<file path="config.mk">
export PLATFORM = sky130hd
export DESIGN_NAME = uart_pkt_parser_flat
export DESIGN_NICKNAME = d
export VERILOG_FILES = /design/src/rtl/uart_pkt_parser_if.sv /design/src/rtl/uart_pkt_parser.sv /design/src/flat_wrapper.sv
export SDC_FILE = /design/constraint.sdc
export NUM_CORES = 1
export LEC_CHECK = 0
export CAP_MARGIN = 20
export CORE_MARGIN = 5
export CORE_UTILIZATION = 55
export DETAILED_ROUTE_END_ITERATION = 8
export PLACE_DENSITY_LB_ADDON = 0.15
export SLEW_MARGIN = 20
export SYNTH_ARGS = -nofsm -noshare
export SYNTH_HDL_FRONTEND = slang
export SYNTH_SLANG_ARGS = --single-unit
</file>
<file path="constraint.sdc">
create_clock -name clk -period 2.4 [get_ports clk]
set_clock_uncertainty 0.1 [all_clocks]
set_input_delay 0.48 -clock clk [delete_from_list [all_inputs] [get_ports clk]]
set_output_delay 0.48 -clock clk [all_outputs]
set_load 0.05 [all_outputs]
</file>
<file path="src/rtl/uart_pkt_parser_if.sv">
// uart_pkt_parser_if: byte input stream and per-destination output strobes
// of the packet deframer. The master side feeds bytes and watches the
// verdicts; the slave side is the parser itself.
interface uart_pkt_parser_if #(
  parameter int N_SRC = 8
);
  logic [7:0]       rx_data;
  logic             rx_valid;
  logic [7:0]       master_data;
  logic [N_SRC-1:0] valid_bus;
  logic             pkt_done;
  logic             pkt_ok;
  logic [1:0]       err_code;
  logic             busy;

  modport master (
    output rx_data, rx_valid,
    input  master_data, valid_bus, pkt_done, pkt_ok, err_code, busy
  );

  modport slave (
    input  rx_data, rx_valid,
    output master_data, valid_bus, pkt_done, pkt_ok, err_code, busy
  );
endinterface

</file>
<file path="src/rtl/uart_pkt_parser.sv">
// uart_pkt_parser: deframes PREFIX, addr, len, payload[len], checksum.
// Payload goes out as master_data plus a one-hot strobe for the addressed
// destination; each frame ends with a pkt_done verdict (ok / bad address /
// bad checksum / inter-byte timeout).
// Build option PKT_CRC_CHECK_EN: when defined the checksum byte (XOR of
// addr, len and payload) is verified; when undefined it is consumed and
// ignored and no XOR logic exists.
module uart_pkt_parser #(
  parameter int         N_SRC       = 8,
  parameter logic [7:0] ADDR_BASE   = 8'h10,
  parameter logic [7:0] PREFIX      = 8'hDD,
  parameter int         TIMEOUT_CYC = 20000
) (
  input logic              clk,
  input logic              rst,
  uart_pkt_parser_if.slave bus
);
  localparam int          IDX_W    = (N_SRC > 1) ? $clog2(N_SRC) : 1;
  localparam logic [8:0]  N_SRC_W  = 9'(N_SRC);
  localparam logic [15:0] TMO_LAST = 16'(TIMEOUT_CYC - 1);

  typedef enum logic [2:0] {S_IDLE, S_ADDR, S_LEN, S_DATA, S_CRC} state_t;

  state_t           state, state_n;
  logic [7:0]       cnt, cnt_n;
  logic [IDX_W-1:0] idx, idx_n;
  logic             addr_ok, addr_ok_n;
  logic [15:0]      tmo, tmo_n;
  logic [7:0]       mdata, mdata_n;
  logic [N_SRC-1:0] vbus, vbus_n;
  logic             done, done_n;
  logic             ok, ok_n;
  logic [1:0]       err, err_n;
  logic             busy_q, busy_n;
`ifdef PKT_CRC_CHECK_EN
  logic [7:0]       csum, csum_n;
`endif

  // Address offset; out-of-range addresses wrap to large unsigned values.
  logic [7:0] off;
  assign off = bus.rx_data - ADDR_BASE;

  // Next-state, counters and registered-output values.
  always_comb begin
    state_n   = state;
    cnt_n     = cnt;
    idx_n     = idx;
    addr_ok_n = addr_ok;
    tmo_n     = tmo;
    mdata_n   = mdata;
    vbus_n    = '0;
    done_n    = 1'b0;
    ok_n      = 1'b0;
    err_n     = err;
`ifdef PKT_CRC_CHECK_EN
    csum_n    = csum;
`endif
    // Inter-byte watchdog: a byte arriving on the expiry cycle wins.
    if (state != S_IDLE && !bus.rx_valid) begin
      if (tmo == TMO_LAST) begin
        state_n = S_IDLE;
        tmo_n   = '0;
        done_n  = 1'b1;
        err_n   = 2'b11;
      end else begin
        tmo_n = tmo + 16'd1;
      end
    end
    if (bus.rx_valid) begin
      tmo_n = '0;
      case (state)
        S_IDLE: begin
          if (bus.rx_data == PREFIX) begin
            state_n = S_ADDR;
`ifdef PKT_CRC_CHECK_EN
            csum_n  = '0;
`endif
          end
        end
        S_ADDR: begin
          addr_ok_n = {1'b0, off} < N_SRC_W;
          idx_n     = off[IDX_W-1:0];
          state_n   = S_LEN;
`ifdef PKT_CRC_CHECK_EN
          csum_n    = csum ^ bus.rx_data;
`endif
        end
        S_LEN: begin
          cnt_n   = bus.rx_data;
          state_n = (bus.rx_data == 8'd0) ? S_CRC : S_DATA;
`ifdef PKT_CRC_CHECK_EN
          csum_n  = csum ^ bus.rx_data;
`endif
        end
        S_DATA: begin
          if (addr_ok) begin
            mdata_n = bus.rx_data;
            for (int k = 0; k < N_SRC; k++)
              if (idx == IDX_W'(k)) vbus_n[k] = 1'b1;
          end
          cnt_n = cnt - 8'd1;
          if (cnt == 8'd1) state_n = S_CRC;
`ifdef PKT_CRC_CHECK_EN
          csum_n = csum ^ bus.rx_data;
`endif
        end
        S_CRC: begin
          state_n = S_IDLE;
          done_n  = 1'b1;
          if (!addr_ok) begin
            err_n = 2'b01;
`ifdef PKT_CRC_CHECK_EN
          end else if (bus.rx_data != csum) begin
            err_n = 2'b10;
`endif
          end else begin
            err_n = 2'b00;
            ok_n  = 1'b1;
          end
        end
        default: state_n = S_IDLE;
      endcase
    end
    busy_n = (state_n != S_IDLE);
  end

  // State and output registers; reset aborts any frame without a verdict.
  always_ff @(posedge clk or posedge rst) begin
    if (rst) begin
      state   <= S_IDLE;
      cnt     <= '0;
      idx     <= '0;
      addr_ok <= 1'b0;
      tmo     <= '0;
      mdata   <= '0;
      vbus    <= '0;
      done    <= 1'b0;
      ok      <= 1'b0;
      err     <= 2'b00;
      busy_q  <= 1'b0;
`ifdef PKT_CRC_CHECK_EN
      csum    <= '0;
`endif
    end else begin
      state   <= state_n;
      cnt     <= cnt_n;
      idx     <= idx_n;
      addr_ok <= addr_ok_n;
      tmo     <= tmo_n;
      mdata   <= mdata_n;
      vbus    <= vbus_n;
      done    <= done_n;
      ok      <= ok_n;
      err     <= err_n;
      busy_q  <= busy_n;
`ifdef PKT_CRC_CHECK_EN
      csum    <= csum_n;
`endif
    end
  end

  assign bus.master_data = mdata;
  assign bus.valid_bus   = vbus;
  assign bus.pkt_done    = done;
  assign bus.pkt_ok      = ok;
  assign bus.err_code    = err;
  assign bus.busy        = busy_q;
endmodule
</file>
<file path="src/flat_wrapper.sv">
// flat-port wrapper written by rule: the top's interface ports become plain ports
module uart_pkt_parser_flat 
#(
  parameter int         N_SRC       = 8,
  parameter logic [7:0] ADDR_BASE   = 8'h10,
  parameter logic [7:0] PREFIX      = 8'hDD,
  parameter int         TIMEOUT_CYC = 20000
)
  (clk, rst, bus_rx_data, bus_rx_valid, bus_master_data, bus_valid_bus, bus_pkt_done, bus_pkt_ok, bus_err_code, bus_busy);
  uart_pkt_parser_if #(.N_SRC(N_SRC)) bus_i ();
  input logic clk;
  input logic rst;
  input wire logic [$bits(bus_i.rx_data)-1:0] bus_rx_data;
  input wire logic [$bits(bus_i.rx_valid)-1:0] bus_rx_valid;
  output wire logic [$bits(bus_i.master_data)-1:0] bus_master_data;
  output wire logic [$bits(bus_i.valid_bus)-1:0] bus_valid_bus;
  output wire logic [$bits(bus_i.pkt_done)-1:0] bus_pkt_done;
  output wire logic [$bits(bus_i.pkt_ok)-1:0] bus_pkt_ok;
  output wire logic [$bits(bus_i.err_code)-1:0] bus_err_code;
  output wire logic [$bits(bus_i.busy)-1:0] bus_busy;
  assign bus_i.rx_data = bus_rx_data;
  assign bus_i.rx_valid = bus_rx_valid;
  assign bus_master_data = bus_i.master_data;
  assign bus_valid_bus = bus_i.valid_bus;
  assign bus_pkt_done = bus_i.pkt_done;
  assign bus_pkt_ok = bus_i.pkt_ok;
  assign bus_err_code = bus_i.err_code;
  assign bus_busy = bus_i.busy;
  uart_pkt_parser #(.N_SRC(N_SRC), .ADDR_BASE(ADDR_BASE), .PREFIX(PREFIX), .TIMEOUT_CYC(TIMEOUT_CYC)) u_core (.clk(clk), .rst(rst), .bus(bus_i));
endmodule
</file>
# Word-level counts from Yosys, hierarchy flattened
# Cells that the tools add are included.
dict set report word_totals {
  ram_bits 0
  mem_bits_ro 0
  memories 0
  latchBits 0
  reg_bits 52
  out_inout_bits 21
  wordCells 75
  inputBits 11
}
dict set report classes {
  n_div 0
  eq_ne 14
  n_lt_le_gt_ge 1
  reduce_logical 12
  shift 0
  muxes 34
  n_addsub 3
  n_bitwise 0
  multipliers 0
}
# operator n
set ops {}
lappend ops {{$mux W16} 3}
lappend ops {{$mux W8} 3}
lappend ops {{$mux W3} 6}
lappend ops {{$add A16 B1 Y16 const B} 1}
lappend ops {{$eq A16 B15 Y1 const B} 1}
lappend ops {{$mux W1} 16}
lappend ops {{$pmux W8 S2} 1}
lappend ops {{$eq A3 B3 Y1 const B} 5}
lappend ops {{$eq A3 B2 Y1 const B} 4}
lappend ops {{$pmux W3 S4} 1}
lappend ops {{$eq A8 B1 Y1 const B} 1}
lappend ops {{$eq A8 B8 Y1 const B} 1}
lappend ops {{$logic_not A8 Y1} 1}
lappend ops {{$lt A8 B4 Y1 const B} 1}
lappend ops {{$mux W2} 4}
lappend ops {{$sub A8 B1 Y8 const B} 1}
lappend ops {{$sub A8 B5 Y8 const B} 1}
lappend ops {{$eq A3 B1 Y1 const B} 2}
lappend ops {{$logic_not A3 Y1} 2}
lappend ops {{$reduce_bool A3 Y1} 2}
lappend ops {{$reduce_and A2 Y1} 2}
lappend ops {{$reduce_bool A2 Y1} 2}
lappend ops {{$reduce_and A3 Y1} 1}
lappend ops {{$logic_and A1 B1 Y1} 1}
lappend ops {{$logic_not A1 Y1} 1}

# Longest topological paths before layout
dict set report logic_depth {
  word_depth 7
  ltp_mapped 8
  ltp_nobuf 6
}

# Worst setup path before layout
# Ideal clock, no wire load.
dict set report synth_timing {
  kind {flip-flop to flip-flop}
  start {register u_core.tmo[0]}
  end {register u_core.tmo[6]}
  setup_ns 0.118
  t_required_ns 2.182
  period_less_slack_ns 1.957
  path_buffers 2
  stages_incl_launch_ff 9
  setup_slack_ns 0.443
  arrival_ns 1.739
  path_cell_list {dfrtp_1 ha_1 and4_1 a41oi_2 and2_1 buf_6 buf_6 a21o_1 a21o_1}
}
dict set report synth_via {
  elab_chain_cells 4
  word_cells_on_any_way 5
  classes_between {add/sub (1); eq/ne (1); mux (3)}
}
# item line
set synth_rtl {}
lappend synth_rtl {{from (decl)} uart_pkt_parser.sv:28} ;# logic [15:0] tmo, tmo_n;
lappend synth_rtl {{from (signal assigned)} uart_pkt_parser.sv:149} ;# tmo <= tmo_n;
lappend synth_rtl {{$add A16 B1 Y16 / $eq A16 B15 Y1 (equally long branches)} {uart_pkt_parser.sv:66, uart_pkt_parser.sv:60}}
lappend synth_rtl {{$mux W16 *} uart_pkt_parser.sv:60} ;# if (tmo == TMO_LAST) begin
lappend synth_rtl {{$mux W16 *} uart_pkt_parser.sv:59} ;# if (state != S_IDLE && !bus.rx_valid) begin
lappend synth_rtl {{$mux W16 *} uart_pkt_parser.sv:69} ;# if (bus.rx_valid) begin
# Mark *: on every way between the ends. The rest lies on a longest branch, timed or not. The select of a mux whose other input is x is not followed.
# A chain may end at the register's enable or synchronous reset.

# Final worst setup path
dict set report layout_timing {
  start {register u_core.err[1], in the netlist u_core.bus.err_code[1]}
  end {output bus_err_code[1]}
}
# item line
set layout_rtl {}
lappend layout_rtl {{from (decl)} uart_pkt_parser.sv:33} ;# logic [1:0] err, err_n;
lappend layout_rtl {{from (signal assigned)} uart_pkt_parser.sv:154} ;# err <= err_n;
lappend layout_rtl {{to (decl)} flat_wrapper.sv:19} ;# output wire logic [$bits(bus_i.err_code)-1:0] bus_err_code;
# No word-level cell between the ends.

==> impl_metrics.py <==
metrics = {
    "logic_synthesis": {
        "avgSynthCellArea_um2": 9.412,
        "synth_flop_cell": "dfrtp_1",
        "synth_adder_area_share_pct": 1.466,
        "synth_nets": 286,
        "synth_edf_count": 0,
        "synth_compound_area_share_pct": 15.44,
        "syn_inst": 272,
        "synth_top_area_share_pct": 50.83,
        "synth.area.mux_share_pct": 2.102,
        "ys_warn_count": 0,
        "synthXorXnorAreaFrac_pct": 0.3421,
        "synth-seq-cells": 52,
        "synth_area_um2": 2560,
        "yosys.area_share.simple_pct": 26.64,
        "synth_top_family_by_area": "simple AND/OR/NAND/NOR gates",
        "ys_types": 46,
        "ys_seq_area_share_pct": 50.83,
        "ys_top_cells_by_area": "dfrtp_1 (51%), nand2_1 (7.0%), nor2_1 (3.4%), o21ai_0 (2.7%), nand3_1 (2.5%)",
        "yosys.area.top_type": "dfrtp_1",
        "synth_async_sr_flop_share_pct": 100.0,
    },
    "clock_network": {
        "cts_root_buf": "clkbuf_8",
        "cts_buffers": 5,
        "cts_sinks": 52,
        "cts-hold-fix-buffers": 0,
        "cts_resized": 0,
        "clk_pin_slew_ps": 100,
        "htree_levels": 2,
        "clk_latency_ps": 310,
        "cts_setup_buffers": 0,
        "max-clock-path-buffers": 2,
        "cts_tree": "yes",
    },
    "layout": {
        "layout.cells.most_common_list": "dfrtp_1 (52), nand2_1 (48), clkdlybuf4s50_1 (31)",
        "fin_cells": 360,
        "design_area_um2": 3050,
        "fin_nets": 321,
        "antenna_cells": 0,
        "syn2layout_area_growth_pct": 19.16,
        "drive_above_1_share_pct": 8.442,
        "mostFrequentLayoutCell": "dfrtp_1",
    },
    "global_route": {
        "grt_max_degree": 33,
        "grt_use_total_pct": 19.25,
        "first_global_vias": 2012,
        "use_met2_pct": 30.74,
        "overflow": 0,
        "met3_usage_pct": 3.547,
        "grt_pass1_wl_mm": 9.515,
        "antenna_found_initial": 0,
        "use_met1_pct": 25.56,
        "grt_busiest_layer": "met2",
    },
    "die": {
        "die_h_um": 78.23,
        "core_area_um2": 4444,
        "fp-row-count": 24,
        "ioPinCount": 32,
        "initial_utilization_pct": 57.60,
        "die_w_um": 78.23,
        "die_area_um2": 6119,
    },
    "drt": {
        "drtIter0Drc": 99,
        "ant_nets": 0,
        "drc_errors": 0,
        "wl_per_cell_um": 14.64,
        "totalWireLength_mm": 5.270,
        "via_per_inst": 5.731,
        "vias": 2063,
        "dr.pass1.iters": 4,
    },
    "place": {
        "placed_area_um2": 2957,
        "io_buffers": 31,
        "routabilityCongestion": 0.8944,
        "dp.cells": 352,
        "dp_hpwl_mm": 3.736,
    },
    "sta": {
        "rsz0062_at_grt": "no",
        "fmax_mhz": 477.6,
        "slew_viol_final": 0,
        "relSlewSlack_pct": 59.35,
        "fin_tns_setup_ps": 0,
        "min_period_ps": 2094,
        "worst_pin_slew_ps": 608.5,
        "finalSetupViolCount": 0,
        "hold_viol_final": 0,
        "finalCritPeriodShare_pct": 87.24,
    },
    "worst_setup_path": {
        "ff2ff_path_depth": 7,
        "critPathMaxStageDelay_ps": 820,
        "crit_required_ps": 1820,
        "regToRegStartpoint": "u_core.tmo[0]",
        "path_class": "flop to primary output",
        "rr_endpoint": "u_core.tmo[3]",
        "arrival_ps": 1510,
        "critical_path.cell_chain": "clkdlybuf4s50_1",
        "slowest_stage": "clkdlybuf4s50_1",
        "r2r_setup_slack_ps": 380,
        "critPathCapture": "bus_err_code[1]",
        "cp-start-kind": "flop",
        "crit_path_start": "u_core.bus.err_code[1]",
        "crit_path_end_kind": "primary output",
        "cp.buffers_inverters": 1,
        "path_max_fanout": 3,
        "cp_top_family": "buffers and inverters",
        "cp_num_cells": 1,
    },
    "pwr": {
        "peakVddDrop_v": 0.0006152,
        "p_per_area_nw_per_um2": 988.6,
        "p_leak_nw": 1.358,
    },
    "hold_path": {
        "min_path_type": "flop to flop",
    },
    "flow_run": {
        "maxCapViolCount": 0,
    },
    "outcome": {
        "status": "complete, no violations",
    },
}
==> tightest hold or removal path, stage by stage, from the launching register on <==
cell and delay (ps):
dfrtp_1 360, nand2_1 50, nand2_1 60
==> per-stage QoR <==
stage	hold WS, ps	setup slack, ps	utilization (%)	power [W]
floorplan	356.3	443.3	-	0.002161
global placement	360.6	169.7	66.53	0.002495
detailed placement	362.1	150.1	66.53	0.002511
CTS	391.4	295.9	68.64	0.003043
global route	413.8	211.7	68.64	0.003261
finish	386.4	306.2	68.64	0.003016
==> registers in the layout (all words and copies together) (netlist names), 2 cells and up <==
| signal | flops |
|---|---|
| u_core.tmo | 16 |
| u_core.bus.master_data | 8 |
| u_core.bus.valid_bus | 8 |
| u_core.cnt | 8 |
| u_core.idx | 3 |
| u_core.state | 3 |
| u_core.bus.err_code | 2 |
==> cell usage after synthesis (all sizes together), types with 3 or more instances <==
master	count
buf	4
nand3	13
nand2	48
nor2	23
nor2b	4
ha	3
and2	3
nand2b	5
o21ai	16
mux2	3
a21oi	11
inv	4
nor4	3
a22o	3
and3	4
dfrtp	52
nand4	4
a21o	7
and3b	3
a31oi	10
clkbuf	9
nor3	11
==> kinds of logic (layout without fill, tap and decap cells) <==
family,Yosys count,in the layout
AO/OA/AOI/OAI,60,60
XOR/XNOR,1,1
adder cells (fa/ha/maj),3,3
buffers and inverters,17,53
flip-flops,52,52
multiplexers,5,5
AND/OR/NAND/NOR,134,134
==> routing by layer <==
| metal | share of wire (%) | vias to the layer above |
|---|---|---|
| met5 | 0 | - |
| li1 | - | 1043 |
| met4 | 1.6 | 0 |
| met2 | 48 | 38 |
| met1 | 47 | 972 |
| met3 | 4.3 | 10 |
==> area by class of cell <==
class,instances,area [µm²]
clock inverter,3,25.02
multi-input combinational,203,1177
inverter,4,15.01
sequential,52,1301
timing repair buffer,41,397.9
fill,359,1394
clock buffer,5,68.82
tap,52,65.06
==> power by group <==
| part | switching, W | internal (W) | total (W) |
|---|---|---|---|
| clock | 0.000307 | 0.000213 | 0.000520 |
| sequential | 0.000214 | 0.00108 | 0.00130 |
| combinational | 0.000736 | 0.000461 | 0.00120 |
| total | 0.00126 | 0.00176 | 0.00302 |
==> worst min path at each step <==
| stage | startpoint | end | slack [ps] | cells after the start |
|---|---|---|---|---|
| after floorplan | u_core.tmo[9] | u_core.tmo[9] | 360 | 1 |
| after global placement | u_core.bus.master_data[0] | u_core.bus.master_data[0] | 360 | 2 |
| after detailed placement | u_core.bus.master_data[7] | u_core.bus.master_data[7] | 360 | 2 |
| after CTS | u_core.bus.master_data[0] | u_core.bus.master_data[0] | 390 | 2 |
| after global routing | u_core.bus.master_data[4] | u_core.bus.master_data[4] | 410 | 2 |
| final | u_core.bus.master_data[0] | u_core.bus.master_data[0] | 390 | 2 |
No activity file was read; power rests on OpenSTA's default activity.
